### src/rtl/serial_addsub_unit.sv
// Slice-serial unsigned add / subtract / compare unit: one W-bit adder slice,
// a registered carry, and registered result/flags held between done pulses.
module serial_addsub_unit #(
    parameter int N = 10,
    parameter int W = 2
) (
    input  logic         clk,
    input  logic         rst_n,
    input  logic         start,
    input  logic [1:0]   op,
    input  logic [N-1:0] a,
    input  logic [N-1:0] b,
    output logic         busy,
    output logic         done,
    output logic [N-1:0] result,
    output logic         carry_out,
    output logic         borrow,
    output logic         equal
);

    localparam int SLICES = N / W;
    localparam int CW     = (SLICES > 1) ? $clog2(SLICES) : 1;

    localparam logic [1:0] OP_ADD = 2'b00;
    localparam logic [1:0] OP_SUB = 2'b01;
    localparam logic [1:0] OP_CMP = 2'b10;
    localparam logic [1:0] OP_RSV = 2'b11;

    typedef enum logic [1:0] {
        IDLE = 2'd0,
        RUN  = 2'd1,
        DONE = 2'd2
    } state_t;

    state_t         state_reg;
    state_t         state_next;

    logic [N-1:0]   a_reg;
    logic [N-1:0]   b_reg;
    logic [N-1:0]   sum_reg;
    logic [N-1:0]   sum_merge;
    logic [1:0]     op_reg;
    logic           carry_reg;
    logic           zero_reg;
    logic [CW-1:0]  cnt_reg;

    logic [W-1:0]   a_sl [SLICES];
    logic [W-1:0]   b_sl [SLICES];
    logic [W-1:0]   a_slice;
    logic [W-1:0]   b_slice;
    logic [W-1:0]   slice_sum;
    logic           slice_carry;
    logic           accept;
    logic           last;
    logic           final_zero;

    // Operand slices as an array so the active slice is a plain mux on the counter.
    genvar gi;
    generate
        for (gi = 0; gi < SLICES; gi++) begin : g_slice
            assign a_sl[gi] = a_reg[gi*W +: W];
            assign b_sl[gi] = b_reg[gi*W +: W];
            assign sum_merge[gi*W +: W] = (cnt_reg == CW'(gi)) ? slice_sum
                                                                : sum_reg[gi*W +: W];
        end
    endgenerate

    assign accept = (state_reg != RUN) && start && (op != OP_RSV);
    assign last   = (cnt_reg == CW'(SLICES - 1));

    always_comb begin
        a_slice = a_sl[cnt_reg];
        b_slice = b_sl[cnt_reg];
        {slice_carry, slice_sum} = {1'b0, a_slice} + {1'b0, b_slice}
                                 + {{W{1'b0}}, carry_reg};
        final_zero = ~(zero_reg | (|slice_sum));
    end

    always_ff @(posedge clk or negedge rst_n) begin
        if (!rst_n) begin
            state_reg <= IDLE;
        end else begin
            state_reg <= state_next;
        end
    end

    always_comb begin
        state_next = state_reg;
        case (state_reg)
            IDLE: begin
                if (accept) state_next = RUN;
            end
            RUN: begin
                if (last) state_next = DONE;
            end
            DONE: begin
                state_next = accept ? RUN : IDLE;
            end
            default: state_next = IDLE;
        endcase
    end

    always_ff @(posedge clk or negedge rst_n) begin
        if (!rst_n) begin
            a_reg     <= '0;
            b_reg     <= '0;
            sum_reg   <= '0;
            op_reg    <= OP_ADD;
            carry_reg <= 1'b0;
            zero_reg  <= 1'b0;
            cnt_reg   <= '0;
            result    <= '0;
            carry_out <= 1'b0;
            borrow    <= 1'b0;
            equal     <= 1'b0;
        end else if (accept) begin
            // Subtract and compare run as a + ~b + 1.
            a_reg     <= a;
            b_reg     <= (op == OP_ADD) ? b : ~b;
            carry_reg <= (op != OP_ADD);
            op_reg    <= op;
            zero_reg  <= 1'b0;
            cnt_reg   <= '0;
        end else if (state_reg == RUN) begin
            sum_reg   <= sum_merge;
            carry_reg <= slice_carry;
            zero_reg  <= zero_reg | (|slice_sum);
            cnt_reg   <= cnt_reg + CW'(1);
            if (last) begin
                case (op_reg)
                    OP_ADD: begin
                        result    <= sum_merge;
                        carry_out <= slice_carry;
                        borrow    <= 1'b0;
                        equal     <= 1'b0;
                    end
                    OP_SUB: begin
                        result    <= sum_merge;
                        carry_out <= 1'b0;
                        borrow    <= ~slice_carry;
                        equal     <= final_zero & slice_carry;
                    end
                    OP_CMP: begin
                        carry_out <= 1'b0;
                        borrow    <= ~slice_carry;
                        equal     <= final_zero & slice_carry;
                    end
                    default: begin
                        carry_out <= carry_out;
                    end
                endcase
            end
        end
    end

    assign busy = (state_reg == RUN);
    assign done = (state_reg == DONE);

endmodule

### config.mk
export PLATFORM = sky130hd
export DESIGN_NAME = serial_addsub_unit
export DESIGN_NICKNAME = d
export VERILOG_FILES = /design/src/rtl/serial_addsub_unit.sv
export SDC_FILE = /design/constraint.sdc
export NUM_CORES = 1
export LEC_CHECK = 0
export ABC_AREA = 0
export BUFFER_PORTS_ARGS = -buffer_cell sky130_fd_sc_hd__buf_4
export CORE_UTILIZATION = 40
export DETAILED_ROUTE_END_ITERATION = 6
export RECOVER_POWER = 25
export SETUP_SLACK_MARGIN = 0.02
export SYNTH_ARGS = -nofsm -noshare
export SYNTH_HDL_FRONTEND = slang
export SYNTH_SLANG_ARGS = --single-unit
### constraint.sdc
create_clock -name clk -period 2.8 [get_ports clk]
set_input_delay 0.28 -clock clk [delete_from_list [all_inputs] [get_ports clk]]
set_output_delay 0.28 -clock clk [all_outputs]
set_load 0.02 [all_outputs]
==> results.toml, run 1 <==
[cts]
ctsRootBufferMaster = "clkbuf_8"
clock_latency_ps = 300
cts_buffers = 5
cts_sinks = 50
h-tree-depth = 2
clkTransAtPathRegs_ps = 90
cts_buffer_depth = 2
cts-hold-fix-buffers = 0
cts_tree = "done"

[logic_synthesis]
synth-async-reset-ratio_pct = 100
syn_avg_cell_area_sq_um = 12.4
yosysTopAreaCellShare_pct = 49.7
netlist_top_cells_area = "dfrtp_1 (50%), mux2_2 (17%), mux2i_1 (5.6%), ha_1 (4.0%), xnor2_1 (3.5%)"
synth-seq-area-share_pct = 49.7
synthCells = 203
yosysWarningCount = 0
synth_cell_type_count = 33
ys_seq_elements = 50
yosys.area.top_type = "dfrtp_1"
yosysMostFrequentCell = "dfrtp_1"
syn_nets = 238
synth_commonest_cells = "dfrtp_1 (50), mux2_2 (39), inv_1 (15)"
synth_area_sq_um = 2520
synthFlopType = "dfrtp_1"
synth_edf_count = 0

[timing]
slew_headroom_pct = 16.6
setup_viol = 0
rsz0062_at_grt = "false"
finalCritPeriodShare_pct = 95.2
slew_violations = 0
holdWs_ps = 205
tightest_slew_ps = 1250
fmaxAchievable_mhz = 375
fin_skew_ps = 7.75
period_needed_ps = 2660
hold_viol = 0

[die]
io_pins = 40
start_util_pct = 42.0
core_area_sq_um = 5990
rows = 28
die_x_um = 81.3
dieArea_sq_um = 6610
die_h_um = 81.3

[detailed_routing]
drtIter0Drc = 55
drcViolationCount = 0
via_per_inst = 4.90
first_pass_iters = 4
routed_wl_mm = 4.61
drtAntennaViolNets = 0
wl_per_cell_um = 14.2
vias = 1588

[worst_setup_path]
crit_slowest_cell = "fa_2"
crit_required_ps = 2990
r2r_cells = 10
rr_endpoint = "result[7]$_DFFE_PN0P_"
worst_setup_path_start_kind = "register"
critPathArrivalTime_ps = 2860
end_kind = "register"
worstPathCellList = "buf_4 -> mux2i_1 -> o2bb2ai_1 -> a41oi_2 -> fa_2 -> inv_2 -> fa_2 -> buf_4 -> mux2_2 -> mux2_2"
crit_fanout = 8
timing.rr.start = "cnt_reg[1]$_DFFE_PN0P_"
ff2ff_setup_slack_ps = 140
startpoint = "cnt_reg[1]$_DFFE_PN0P_"
timing.setup.critical_path_class = "reg2reg"
max_stage_delay_ps = 460

[final_layout]
nNetsFinal = 283
diodes = 0
drive_above_1_share_pct = 42.2
fill_cells = 540
area_delta_synth_final_pct = 20.7

[outcome]
status = "complete, no violations"

[min_path]
hold_start = "a[7]"
hold_class = "in2reg"
hold_end = "a_reg[7]$_DFFE_PN0P_"
min_delay_path_depth = 2

[power]
power_density_nw_per_um2 = 1280
finalPower_uw = 3890
irDropWorstVdd_v = 0.000602
leakagePower_uw = 0.00140

[global_route]
grt_start_max_net_pins = 51
grt_pass1_vias = 1567
grt_use_total_pct = 15.1
grt.overflow.total = 0
grt_first_pass_wirelength_mm = 7.51
antenna_found_initial = 0

[placed_design]
port_buffers = 39
place_hpwl_mm = 3.27
globalplace.congestion = 0.832

[flow_run]
drv_cap = 0
==> timing repair <==
action	in CTS	in global routing
resized for setup	1	7
buffers inserted	0	3
endpoints found under the setup margin	1	6
pin swaps	0	2
endpoints found under the hold margin	0	0
==> metal layers <==
layer / up-vias / track usage, % / part of all wire [%]
li1: 790 / - / -
met4: 0 / 4.82 / 0.54
met5: - / 0 / 0
met2: 28 / 24.6 / 47
met1: 768 / 19.8 / 48
met3: 2 / 3.60 / 3.8
==> how the worst max path moves through the flow <==
stage	to	slack, ps	depth (start not counted)
after floorplan	result[7]$_DFFE_PN0P_	190	10
after global placement	result[9]$_DFFE_PN0P_	120	8
after detailed placement	result[9]$_DFFE_PN0P_	-9	8
after CTS	result[9]$_DFFE_PN0P_	40	8
after global routing	result[7]$_DFFE_PN0P_	30	10
final	result[7]$_DFFE_PN0P_	140	10
==> worst max-delay path, delay by kind of cell, from the launching register on <==
kind	cells	cell delay [ps]
fa+ha+maj	2	840
flops	1	400
buf+inv	3	410
compound gates	2	290
mux	3	620
==> power by group <==
| group | internal, uW | total (uW) | switching (uW) |
|---|---|---|---|
| Clock | 250 | 481 | 232 |
| Sequential | 1070 | 1280 | 211 |
| Combinational | 1080 | 2130 | 1050 |
==> logic make-up after synthesis <==
group / after synthesis / share of synthesized area, %
multiplexers: 53 / 23.0
AO/OA/AOI/OAI: 24 / 7.11
flip-flops: 50 / 49.7
AND/OR/NAND/NOR: 30 / 6.42
XOR/XNOR: 10 / 3.48
adder cells (fa/ha/maj): 10 / 5.57
buffers and inverters: 26 / 4.67
==> layout make-up <==
class	count	area, sq um	area share (%)
multi-input combinational	127	1160	38.3
inverter	16	60.1	1.98
timing repair buffer	48	358	11.8
clock buffer	8	110	3.63
sequential	50	1250	41.2
tap	75	93.8	3.09
==> stage by stage <==
stage                     setup WS, ps  instance area, sq um  instances  setup TNS (ps)  utilization, %
after floorplan                    194                  2520        203               0               -
after global placement             115                  2890        313               0            48.2
after detailed placement         -8.62                  2890        313           -8.62            48.2
after CTS                         42.0                  3000        321               0            50.1
after global routing              27.0                  3040        324               0            50.7
final                              135                  3040        324               0            50.7
==> cell usage in the layout, fill, tap and decap left out <==
master     netlist  routed
nor2_4           1       1
o2bb2ai_1        2       2
mux2_2          39      39
a31o_2           1       1
fa_2             0       2
dfrtp_1         50      49
or3_1            3       3
o41ai_1          4       4
nor2b_1          1       1
dfrtp_2          0       1
nor2_1           6       5
a22o_1           2       2
buf_4            4      47
ha_1             8       8
o31ai_1          1       1
nand3b_1         1       1
nand2b_1         6       6
nor2_2           0       1
clkbuf_2         0       1
a31oi_1          1       1
xnor2_1         10      10
mux2i_1         14      14
a41oi_2          0       1
nand4b_1         1       1
o21ai_0          7       7
inv_2            1       2
clkbuf_8         0       8
a21boi_2         1       1
nor3_1           3       3
or4_1            1       1
o32ai_1          2       2
inv_1           15      14
o22ai_1          1       1
o21a_1           1       1
nand2_1          7       7
(Power assumes the default switching activity.)
==> inputs of run 2 (changes only) <==
CORE_UTILIZATION = 50   (was 40)
PLACE_DENSITY = 0.75   (was default)
==> run 2 against run 1 <==
  * Clock-buffer cell count decreased by 1
  * Sequential power about the same
  * Non-clock buffer count decreased by 4
  * Critical path type unchanged
  * Largest power group unchanged
==> results.toml, run 2 (synthesized netlist as in run 1, its figures left out) <==
[outcome]
status = "complete, no violations"

[worst_setup_path]
timing.setup.critical_path_class = "reg2reg"
max_stage_delay_ps = 550
timing.rr.start = "cnt_reg[1]$_DFFE_PN0P_"
crit_slowest_cell = "or4_1"
ff2ff_setup_slack_ps = 110
rr_endpoint = "result[9]$_DFFE_PN0P_"
worstPathCellList = "buf_4 -> mux2i_1 -> o2bb2ai_1 -> a41oi_1 -> fa_1 -> inv_1 -> fa_2 -> or4_1 -> o21a_1"
worst_setup_path_start_kind = "register"
critPathArrivalTime_ps = 2890
end_kind = "register"
crit_fanout = 12
r2r_cells = 9
crit_required_ps = 2990

[final_layout]
diodes = 0
seqCellArea_sq_um = 1250
final_cell_mix = "dfrtp_1 (49), buf_4 (43), mux2_2 (39)"
layout_commonest_cell = "dfrtp_1"
nNetsFinal = 279
fill_cells = 413
area_delta_synth_final_pct = 17.7
multiInputGateArea_sq_um = 1160
drive_above_1_share_pct = 39.3

[global_route]
grt_pass1_vias = 1546
antenna_found_initial = 0
grt_use_total_pct = 18.1
grt_start_max_net_pins = 51
grt_first_pass_wirelength_mm = 7.13
grt.overflow.total = 0

[timing]
slew_violations = 0
tightest_slew_ps = 1200
period_needed_ps = 2690
finalCritPeriodShare_pct = 96.1
fmaxAchievable_mhz = 371
rsz0062_at_grt = "true"
slew_headroom_pct = 20.3
hold_viol = 0
fin_skew_ps = 3.51
holdWs_ps = 208
finalSetupTns_ps = 0
setup_viol = 0

[die]
start_util_pct = 52.6
die_x_um = 72.9
io_pins = 40
core_area_sq_um = 4790
rows = 25
dieArea_sq_um = 5320
die_h_um = 72.9

[cts]
cts_buffers = 5
cts_buffer_depth = 2
h-tree-depth = 2
cts-hold-fix-buffers = 0
post-cts-setup-buffer-count = 0
ctsRootBufferMaster = "clkbuf_8"
cts_tree = "done"
cts_sinks = 50
clock_latency_ps = 300
clkTransAtPathRegs_ps = 80

[detailed_routing]
wl_per_cell_um = 13.7
drtIter0Drc = 57
routed_wl_mm = 4.25
vias = 1609
first_pass_iters = 4
drcViolationCount = 0
drtAntennaViolNets = 0
via_per_inst = 5.17

[power]
leakagePower_uw = 0.00137
irDropWorstVdd_v = 0.000704
power_density_nw_per_um2 = 1200

[placed_design]
globalplace.congestion = 0.849
place_hpwl_mm = 3.13
port_buffers = 39

[flow_run]
drv_cap = 0

[min_path]
hold_class = "in2async"
==> run 2: worst max-delay path, delay by kind of cell, from the launching register on <==
family                   cells  cell delay [ps]
AO/OA/AOI/OAI                3              350
adder cells (fa/ha/maj)      2              910
buffers and inverters        2              260
flip-flops                   1              380
multiplexers                 1              130
AND/OR/NAND/NOR              1              550
==> run 2: repair_timing <==
action / in CTS / in global routing
pin swaps: 0 / 0
setup endpoints to repair: 1 / 6
gates resized for setup: 1 / 3
==> run 2: final cells by class <==
class / instances / share of cell area [%]
flip-flops and latches: 50 / 42.3
multi-input cells: 127 / 39.2
repair buffers: 44 / 11.1
well taps: 67 / 2.83
clock buffers: 7 / 2.58
inverters: 16 / 2.03
==> run 2: how the worst max path moves through the flow <==
stage,startpoint,endpoint,slack (ps),depth (start not counted)
after floorplan,cnt_reg[2]$_DFFE_PN0P_,result[7]$_DFFE_PN0P_,190,10
after global placement,cnt_reg[0]$_DFFE_PN0P_,result[9]$_DFFE_PN0P_,140,8
after detailed placement,cnt_reg[0]$_DFFE_PN0P_,result[9]$_DFFE_PN0P_,40,8
after CTS,cnt_reg[0]$_DFFE_PN0P_,result[9]$_DFFE_PN0P_,30,8
after global routing,cnt_reg[1]$_DFFE_PN0P_,result[9]$_DFFE_PN0P_,3,9
final,cnt_reg[1]$_DFFE_PN0P_,result[9]$_DFFE_PN0P_,110,9
==> run 2: per-stage QoR <==
step / instance area, sq um / cells / setup slack, ps / total power (uW) / util (%)
2_1_floorplan: 2520 / 203 / 194 / 2640 / -
3_3_place_gp: 2870 / 304 / 143 / 3100 / 60.0
3_5_place_dp: 2870 / 304 / 35.6 / 3160 / 60.0
4_1_cts: 2950 / 311 / 26.4 / 3560 / 61.7
5_1_grt: 2960 / 311 / 3.04 / 3840 / 61.9
6_report: 2960 / 311 / 108 / 3560 / 61.9
==> run 2: where the power goes <==
group,internal (uW),switching (uW),total (uW)
Sequential,1070,205,1270
Clock,172,214,386
Combinational,910,988,1900
==> run 2: layer usage <==
metal  vias up  GRT usage [%]  share of wire [%]
met5         -              0                  0
met4         0           7.19                1.1
met3         4           5.11                3.3
met2        32           29.0                 49
met1       782           23.3                 47
li1        791              -                  -
==> inputs of run 3 (changes only) <==
CELL_PAD_IN_SITES_DETAIL_PLACEMENT = 0   (was default)
CELL_PAD_IN_SITES_GLOBAL_PLACEMENT = 1   (was default)
CORE_UTILIZATION = 41   (was 50)
PLACE_DENSITY = default   (was 0.75)
PLACE_DENSITY_LB_ADDON = 0.1   (was default)
==> run 3 against run 2 <==
  * Sequential share of layout area fell by 0.28 points
  * Core utilization fell by 11 points
  * Worst hold slack improved by 2.0 ps
  * Sequential cell count did not move
  * Register-to-register slack improved by 60 ps
  * Total power rose by 1.1%
  * Critical path depth did not move
  * Cell area rose by 0.76%
  * Critical path type unchanged
==> results.toml, run 3 (synthesized netlist as in run 1, its figures left out) <==
[worst_setup_path]
crit_fanout = 12
crit_family = "adder cells"
crit_slowest_cell = "or4_1"
max_stage_delay_ps = 540
critPathArrivalTime_ps = 2830
worst_setup_path_start_kind = "register"
timing.setup.critical_path_class = "reg2reg"
crit_required_ps = 3010
worstPathCellList = "buf_12 -> mux2i_1 -> o2bb2ai_1 -> a41oi_1 -> fa_1 -> inv_1 -> fa_2 -> or4_1 -> o21a_1"
end_kind = "register"
worst-path-buf-inv = 2

[detailed_routing]
drcViolationCount = 0
wl_per_cell_um = 14.2
vias = 1611
drtAntennaViolNets = 0
drtIter0Drc = 60
routed_wl_mm = 4.52
via_per_inst = 5.07
first_pass_iters = 4

[die]
rows = 28
start_util_pct = 42.5
die_x_um = 80.3
io_pins = 40
dieArea_sq_um = 6450
die_h_um = 80.3
core_area_sq_um = 5920

[final_layout]
nNetsFinal = 279
seqCellArea_sq_um = 1250
multiInputGateArea_sq_um = 1150
layout_commonest_cell = "dfrtp_1"
fill_cells = 567
drive_above_1_share_pct = 39.9
area_delta_synth_final_pct = 18.5
diodes = 0
fin_cells = 318
final_cell_mix = "dfrtp_1 (48), buf_4 (42), mux2_2 (39)"

[power]
power_density_nw_per_um2 = 1210
leakagePower_uw = 0.00137
irDropWorstVdd_v = 0.000589

[cts]
cts_tree = "done"
ctsRootBufferMaster = "clkbuf_8"
h-tree-depth = 2
clkTransAtPathRegs_ps = 90
cts-hold-fix-buffers = 0
clock_latency_ps = 300
cts_sinks = 50
cts_buffer_depth = 2
cts_buffers = 5

[placed_design]
globalplace.congestion = 0.746
dpl_worst_slack_ps = 45.0
port_buffers = 39
dp.cells = 311
place_hpwl_mm = 3.27

[timing]
tightest_slew_ps = 1250
fin_ws_ps = 172
finalCritPeriodShare_pct = 93.9
slew_headroom_pct = 16.5
fin_skew_ps = 12.5
fmaxAchievable_mhz = 380
slew_violations = 0
hold_viol = 0
finalSetupTns_ps = 0
rsz0062_at_grt = "true"
period_needed_ps = 2630
setup_viol = 0

[global_route]
antenna_found_initial = 0
grt_first_pass_wirelength_mm = 7.82
grt.overflow.total = 0
grt_start_max_net_pins = 51
grt_use_total_pct = 16.2
grt_pass1_vias = 1580

[min_path]
hold_class = "in2reg"

[outcome]
status = "complete, no violations"

[flow_run]
drv_cap = 0
==> run 3: what timing repair did <==
action,in CTS,in global routing
setup buffers,0,1
resized for setup,0,4
endpoints found under the setup margin,0,6
==> run 3: report_power, final <==
group	leakage, uW	internal (uW)	switching, uW
clock network	0.0000431	191	224
logic	0.000718	928	985
registers	0.000607	1070	199
total	0.00137	2190	1410
==> run 3: final cells by class <==
class,count,area share [%]
clock buffer,6,2.77
inverter,16,2.01
multi-input combinational,127,38.6
sequential,50,42.0
tap,75,3.15
timing repair buffer,44,11.4
==> run 3: through the flow <==
| stage | hold WS (ps) | utilization [%] | power [uW] | instance area [sq um] |
|---|---|---|---|---|
| detailed placement | 356 | 48.8 | 3220 | 2890 |
| floorplan | -15.6 | - | 2640 | 2520 |
| global route | 193 | 50.4 | 3920 | 2980 |
| global placement | 357 | 48.8 | 3190 | 2890 |
| CTS | 23.5 | 50.2 | 3640 | 2970 |
| finish | 210 | 50.4 | 3600 | 2980 |
==> run 3: worst reg2reg max path, delay by kind of cell (launching register included) <==
kind                     cells  cell delay, ps
AO/OA/AOI/OAI                3             330
AND/OR/NAND/NOR              1             540
buffers and inverters        2             230
multiplexers                 1             120
flip-flops                   1             420
adder cells (fa/ha/maj)      2             900
==> run 3: path summary, 6_finish.rpt <==
| path | startpoint | endpoint | slack (ps) | cells past startpoint |
|---|---|---|---|---|
| max in group asynchronous | rst_n | cnt_reg[2]$_DFFE_PN0P_ | 1710 | 1 |
| hold / removal | a[2] | a_reg[2]$_DFFE_PN0P_ | 210 | 2 |
| hold reg to reg | sum_reg[6]$_DFFE_PN0P_ | sum_reg[6]$_DFFE_PN0P_ | 500 | 2 |
| setup / recovery | cnt_reg[1]$_DFFE_PN0P_ | result[9]$_DFFE_PN0P_ | 170 | 9 |
| setup reg to reg | cnt_reg[1]$_DFFE_PN0P_ | result[9]$_DFFE_PN0P_ | 170 | 9 |
| min in group asynchronous | rst_n | carry_out$_DFFE_PN0P_ | 230 | 1 |
==> run 3: routing by layer <==
metal | vias up | global-route usage [%] | wire (um)
met5 | - | 0 | 0
met4 | 0 | 5.36 | 61
met3 | 6 | 4.09 | 183
met2 | 32 | 24.3 | 2110
met1 | 790 | 22.7 | 2170
li1 | 783 | - | -
